$ cat config.mk
export PLATFORM = sky130hd
export DESIGN_NAME = next_pc_mux_flat
export DESIGN_NICKNAME = d
export VERILOG_FILES = /design/src/rtl/next_pc_mux_pkg.sv /design/src/rtl/next_pc_mux_if.sv /design/src/rtl/next_pc_mux_pc_reg.sv /design/src/rtl/next_pc_mux.sv /design/src/flat_wrapper.sv
export SDC_FILE = /design/constraint.sdc
export NUM_CORES = 1
export LEC_CHECK = 0
export CAP_MARGIN = 25
export CORE_MARGIN = 2
export CORE_UTILIZATION = 37
export DETAILED_ROUTE_END_ITERATION = 8
export PLACE_DENSITY_LB_ADDON = 0.1
export SLEW_MARGIN = 10
export SYNTH_ARGS = -nofsm -noshare
export SYNTH_HDL_FRONTEND = slang
export SYNTH_SLANG_ARGS = --single-unit
$ cat constraint.sdc
create_clock -name clk -period 1.3 [get_ports clk]
set_input_delay 0.26 -clock clk [delete_from_list [all_inputs] [get_ports clk]]
set_output_delay 0.26 -clock clk [all_outputs]
set_load 0.005 [all_outputs]
$ cat src/rtl/next_pc_mux_pkg.sv
// Shared core definitions used by the next-PC selection stage: datapath
// width, reset vector, and the encoding of the next-PC source select.
package core_pkg;

    localparam int          XLEN     = 32;
    localparam logic [31:0] RESET_PC = 32'h0000_0000;

    // Encoding of NextPCSrc: sequential (PC+4) or ALU-computed target.
    typedef enum logic {
        NPC_SEQ = 1'b0,
        NPC_ALU = 1'b1
    } next_pc_src_e;

endpackage : core_pkg

$ cat src/rtl/next_pc_mux_if.sv
// Signal bundle between the PC adder/ALU side and the next-PC stage.
// There is no handshake: the select and enable are sampled directly, the
// mux outputs are combinational, and pc_q updates on the clock edge.
interface next_pc_mux_if #(
    parameter int XLEN = 32
);
    logic [XLEN-1:0] Sumador;
    logic [XLEN-1:0] ALURes;
    logic            NextPCSrc;
    logic            pc_en;
    logic [XLEN-1:0] MUX3Res;
    logic [XLEN-1:0] pc_q;
    logic            misaligned;

    // Driver side: supplies candidate addresses, select and load enable.
    modport master (
        output Sumador, ALURes, NextPCSrc, pc_en,
        input  MUX3Res, pc_q, misaligned
    );

    // Next-PC stage side.
    modport slave (
        input  Sumador, ALURes, NextPCSrc, pc_en,
        output MUX3Res, pc_q, misaligned
    );
endinterface : next_pc_mux_if

$ cat src/rtl/next_pc_mux_pc_reg.sv
// Program-counter register: XLEN-wide flop with load enable and
// asynchronous active-low reset to RESET_PC.
module pc_reg #(
    parameter int              XLEN     = 32,
    parameter logic [XLEN-1:0] RESET_PC = '0
) (
    input  logic            clk,
    input  logic            rst_n,
    input  logic            en_i,
    input  logic [XLEN-1:0] d_i,
    output logic [XLEN-1:0] q_o
);

    logic [XLEN-1:0] pc_q;
    logic [XLEN-1:0] pc_d;

    // Next value: load the new PC when enabled, otherwise hold (stall).
    always_comb begin
        pc_d = pc_q;
        if (en_i) begin
            pc_d = d_i;
        end
    end

    // State register; reset forces the reset vector regardless of clk/en.
    always_ff @(posedge clk or negedge rst_n) begin
        if (!rst_n) begin
            pc_q <= RESET_PC;
        end else begin
            pc_q <= pc_d;
        end
    end

    assign q_o = pc_q;

endmodule : pc_reg

$ cat src/rtl/next_pc_mux.sv
// Next-PC selection stage: picks PC+4 or the ALU target, flags targets
// that are not word aligned, and holds the chosen value in the PC register.
module next_pc_mux
    import core_pkg::*;
#(
    parameter int              XLEN     = core_pkg::XLEN,
    parameter logic [XLEN-1:0] RESET_PC = XLEN'(core_pkg::RESET_PC)
) (
    input  logic          clk,
    input  logic          rst_n,
    next_pc_mux_if.slave  bus
);

    next_pc_src_e src_sel;

    // Interpret the raw select bit as the next-PC source encoding.
    assign src_sel = next_pc_src_e'(bus.NextPCSrc);

    // Pure selection; the target is passed through untouched even when
    // misaligned so downstream logic sees exactly what the ALU produced.
    assign bus.MUX3Res = (src_sel == NPC_ALU) ? bus.ALURes : bus.Sumador;

    // Informational alignment flag on the selected target.
    assign bus.misaligned = (bus.MUX3Res[1:0] != 2'b00);

    pc_reg #(
        .XLEN     (XLEN),
        .RESET_PC (RESET_PC)
    ) u_pc_reg (
        .clk   (clk),
        .rst_n (rst_n),
        .en_i  (bus.pc_en),
        .d_i   (bus.MUX3Res),
        .q_o   (bus.pc_q)
    );

endmodule : next_pc_mux

$ cat src/flat_wrapper.sv
// flat-port wrapper written by rule: the top's interface ports become plain ports
module next_pc_mux_flat import core_pkg::*;
#(
    parameter int              XLEN     = core_pkg::XLEN,
    parameter logic [XLEN-1:0] RESET_PC = XLEN'(core_pkg::RESET_PC)
)
  (clk, rst_n, bus_Sumador, bus_ALURes, bus_NextPCSrc, bus_pc_en, bus_MUX3Res, bus_pc_q, bus_misaligned);
  next_pc_mux_if #(.XLEN(XLEN)) bus_i ();
  input  logic clk;
  input  logic rst_n;
  input wire logic [$bits(bus_i.Sumador)-1:0] bus_Sumador;
  input wire logic [$bits(bus_i.ALURes)-1:0] bus_ALURes;
  input wire logic [$bits(bus_i.NextPCSrc)-1:0] bus_NextPCSrc;
  input wire logic [$bits(bus_i.pc_en)-1:0] bus_pc_en;
  output wire logic [$bits(bus_i.MUX3Res)-1:0] bus_MUX3Res;
  output wire logic [$bits(bus_i.pc_q)-1:0] bus_pc_q;
  output wire logic [$bits(bus_i.misaligned)-1:0] bus_misaligned;
  assign bus_i.Sumador = bus_Sumador;
  assign bus_i.ALURes = bus_ALURes;
  assign bus_i.NextPCSrc = bus_NextPCSrc;
  assign bus_i.pc_en = bus_pc_en;
  assign bus_MUX3Res = bus_i.MUX3Res;
  assign bus_pc_q = bus_i.pc_q;
  assign bus_misaligned = bus_i.misaligned;
  next_pc_mux #(.XLEN(XLEN), .RESET_PC(RESET_PC)) u_core (.clk(clk), .rst_n(rst_n), .bus(bus_i));
endmodule
Word level (Yosys, flattened, before mapping)
Cells that the tools add are included.
{ "op_classes": {"n_mux": 1, "n_reduce_logical": 1} }
{ "ops": {"columns": ["operator", "count"], "rows": [
  ["32-bit two-way mux", 1],
  ["2-bit nonzero test", 1]
]} }
{ "word_totals": {"in_bits": 68, "out_inout_bits": 65, "word_cells": 3, "register_bits": 32} }

Logic depth before layout (Yosys ltp)
{ "logic_depth": {"ltp_word": 2, "depth_mapped": 4, "ltp_nobuf": 2} }

Hierarchy
A second synthesis with hierarchy kept.
{ "unflattened": {"cells_unflattened": 107, "hier_area_um2": 1895.6} }
{ "by_module_without_submodules": {"columns": ["module", "area_each_um2", "seq_area_each_um2", "cells_per_inst", "instances"], "rows": [
  ["pc_reg", 1345.0, 800.8, 68, 1],
  ["next_pc_mux", 550.5, 0.0, 39, 1]
]} }

Least setup slack after synthesis
No wires, ideal clock.
{ "synth_path": {"path_type": "input port to flip-flop", "start": "input port bus_NextPCSrc", "end": "register u_core.u_pc_reg.pc_q[0], in the netlist u_core.u_pc_reg.q_o[0]", "path_buffers": 2, "arrival_time_ns": 1.081, "cell_stages": 4, "setup_ns": 0.125, "t_required_ns": 1.175, "path_slack_ns": 0.094, "cell_sequence": "buf_6 buf_12 mux2_4 mux2_4"} }
{ "synth_via": {"elab_chain_len": 1} }
{ "synth_rtl": {"columns": ["element", "line_no", "source"], "rows": [
  ["from (decl)", "flat_wrapper.sv:13", "input wire logic [$bits(bus_i.NextPCSrc)-1:0] bus_NextPCSrc;"],
  ["32-bit two-way mux", "next_pc_mux.sv:21", "assign bus.MUX3Res = (src_sel == NPC_ALU) ? bus.ALURes : bus.Sumador;"],
  ["via bus_MUX3Res[0]", "flat_wrapper.sv:15", "output wire logic [$bits(bus_i.MUX3Res)-1:0] bus_MUX3Res;"],
  ["to (signal assigned)", "next_pc_mux_pc_reg.sv:30", "pc_q <= pc_d;"],
  ["to (decl)", "next_pc_mux_pc_reg.sv:14", "logic [XLEN-1:0] pc_q;"]
]} }
The timed path passes the listed nets, and every way through them passes these cells.
A chain may end at the register's enable or synchronous reset.

Worst setup path in the final report
{ "layout_path": {"start": "input port bus_NextPCSrc", "end": "output port bus_MUX3Res[12]"} }
{ "layout_via": {"elab_chain_len": 1} }
{ "layout_rtl": {"columns": ["element", "line_no"], "rows": [
  ["32-bit two-way mux", "next_pc_mux.sv:21"],
  ["to (decl)", "flat_wrapper.sv:15"]
]} }
No other way between the ends.

==> impl_metrics.tcl <==
set metrics [dict create \
    synth.distinct_cells 11 \
    post_dp_cell_area_mm2 0.00329 \
    leakagePower_nw 1.88 \
    die_width_um 74.5 \
    number_of_antenna_violations_at_the_first_check_in_global_routing 0 \
    power.density_cell_area_mw_per_mm2 915 \
    ir_worst_vdd_uv 563 \
    synthesized_area_per_cell_um2 17.2 \
    first_pass_iters 4 \
    post-route-min-period_ps 1230 \
    yosysWarnings 0 \
    final_area_mm2 0.00355 \
    initialDrtViolationCount 50 \
    worstSetupStartpointType "input pin" \
    crit_required_ps 1040 \
    synth_net_count 175 \
    dr_wl_met3_um 516 \
    fillCellCount 350 \
    timing.slew.headroom_pct 88.0 \
    core-area_mm2 0.00475 \
    cts_tree "built" \
    detailroute.wirelength.met2_mm 2.95 \
    rsz0062_at_grt "false" \
    first_global_vias 1731 \
    top_level_ports 133 \
    area.growth.synth_to_final_pct 92.7 \
    min-delay-path-class "input pin to async pin" \
    final_nets 339 \
    worst-setup-path-type "input pin to primary output" \
    via_count 1542 \
    port_buffers 132 \
    period_share_pct 94.9 \
    syn_area_mm2 0.00184 \
    die-area_mm2 0.00555 \
    grt_pass1_wl_mm 8.45 \
    pwr-share-comb_pct 34.3 \
    die_height_um 74.5 \
    layout.cells.most_common_list "dlygate4sd2_1 (93), mux2_4 (60), dfrtp_1 (32)" \
    grt_max_degree 33 \
    drive_gt1_share_pct 51.5 \
    yosysSeqAreaShare_pct 43.5 \
    groute.usage.overall_pct 20.4 \
    clock-skew-final_ps 0 \
    reg2regPathDepth 2 \
    top_layer_used "met4" \
    power_frac_seq_pct 36.6 \
    finish.utilization_pct 74.6 \
    multi_input_gate_area_um2 960 \
    p_sw_w 0.000787 \
    wl_mm 5.52 \
    fmaxAchievable_mhz 811 \
    clkLatencyLatePin_ps 280 \
    yosys_register_bits 32 \
    synthesis.instances 107 \
    cap_viol_max_count 0 \
    worst-path-max-fanout 8 \
    cell_count_final_fillers_out 339 \
    outcome "complete, no violations" \
    p_int_w 0.00246 \
    switching_portion_of_total_power_pct 24.3 \
    regArea_um2 801 \
    hpwl_mm 3.98 \
    fp-row-count 25 \
    worst-slew-pin-transition_ps 181 \
    number_of_flip_flops_in_the_largest_register 32 \
    globalRoute.totalOverflow 0 \
    end_kind "primary output" \
    post-route-drc-count 0 \
    p_clk_share_pct 29.1 \
    detail-route-antenna-nets 0 \
    worst-endpoint-arrival_ps 970 \
    route.layer.met1.wl_mm 2.00 \
    antennaDiodeCount 0 \
    place.gp.congestion 0.760 \
    post_drt_wl_per_cell_um 16.3 \
    hold_buffers 0 \
    setup_violations 0 \
    vias_per_cell 4.55 \
    cts.path.max_buffers 2 \
    clock_sinks 32 \
    placed_cells 310 \
    most_frequent_standard_cell_in_the_layout_excluding_fill_and_tap_cells "dlygate4sd2_1" \
    finalHoldViolCount 0 \
    clk_transition_reported_paths_ps 70 \
    cts-htree-levels 2 \
    clock_tree.root_cell "clkbuf_8" \
    cts_made_buffers 5 \
    initial_standard_cell_utilization_of_the_core_pct 38.7 \
    report.final.slew_viol_count 0 \
]
-- synthesized netlist by cell type --
cell type   n  area (um^2)
buf_4       2         15.0
buf_2       1         5.00
dfrtp_1    32          801
mux2_2      8         90.1
nor3_1      1         5.00
mux2_4     56          841
clkbuf_1    1         3.75
buf_12      3         60.1
nor2_1      1         3.75
buf_6       1         11.3
a21oi_1     1         5.00
-- through the flow --
stage	setup slack, ps	power (W)	TNS (ps)	hold WS (ps)
6_report	66.4	0.00324	0	331
5_1_grt	43.9	0.00342	0	353
4_1_cts	0.431	0.00328	0	331
3_5_place_dp	-427	0.00235	-15330	492
3_3_place_gp	-391	0.00232	-13830	491
2_1_floorplan	93.7	0.00163	0	-35.6
-- critical path, cell delays in order --
cell,delay [ps]
buf_12,130
buf_12,140
mux2_4,320
buf_6,120
-- power by group through the flow --
stage	Clock (W)	Sequential, W	Combinational, W
4_1_cts	0.000969	0.00119	0.00112
2_1_floorplan	0	0.00121	0.000420
3_3_place_gp	0	0.00120	0.00112
5_1_grt	0.00102	0.00120	0.00119
3_5_place_dp	0	0.00121	0.00114
6_report	0.000942	0.00119	0.00111
-- repair_timing --
item	in CTS	in global routing
gates cloned	2	0
hold endpoints to repair	0	0
setup buffers	18	1
setup endpoints to repair	65	3
pin swaps	2	0
resized for setup	265	3
-- logic make-up (layout without fill, tap and decap cells) --
family                 Yosys count  after routing  synth area share (%)
AO/OA/AOI/OAI                    1              1                 0.272
buffers and inverters            8            173                  5.17
flip-flops                      32             32                  43.5
multiplexers                    64             64                  50.6
AND/OR/NAND/NOR                  2              2                 0.475
-- cell type report --
class	instances	share of cell area, %
timing repair buffer	165	44.8
multi-input combinational	67	27.1
sequential	32	22.6
tap	67	2.36
clock buffer	5	1.94
clock inverter	3	1.20
-- per-layer routing --
metal	vias to the layer above	track usage, %
li1	714	-
met1	732	22.4
met2	88	36.5
met3	8	7.99
met4	0	5.95
met5	-	0
-- path summary, 6_finish.rpt --
kind / start / end / slack, ps
setup / recovery: bus_NextPCSrc / bus_MUX3Res[12] / 70
hold reg to reg: u_core.u_pc_reg.q_o[31] / u_core.u_pc_reg.q_o[31] / 510
min in group clk: bus_ALURes[11] / u_core.u_pc_reg.q_o[11] / 370
setup reg to reg: u_core.u_pc_reg.q_o[14] / u_core.u_pc_reg.q_o[14] / 420
max in group asynchronous: rst_n / u_core.u_pc_reg.q_o[25] / 790
hold / removal: rst_n / u_core.u_pc_reg.q_o[11] / 330
No activity file was read; power rests on OpenSTA's default activity.
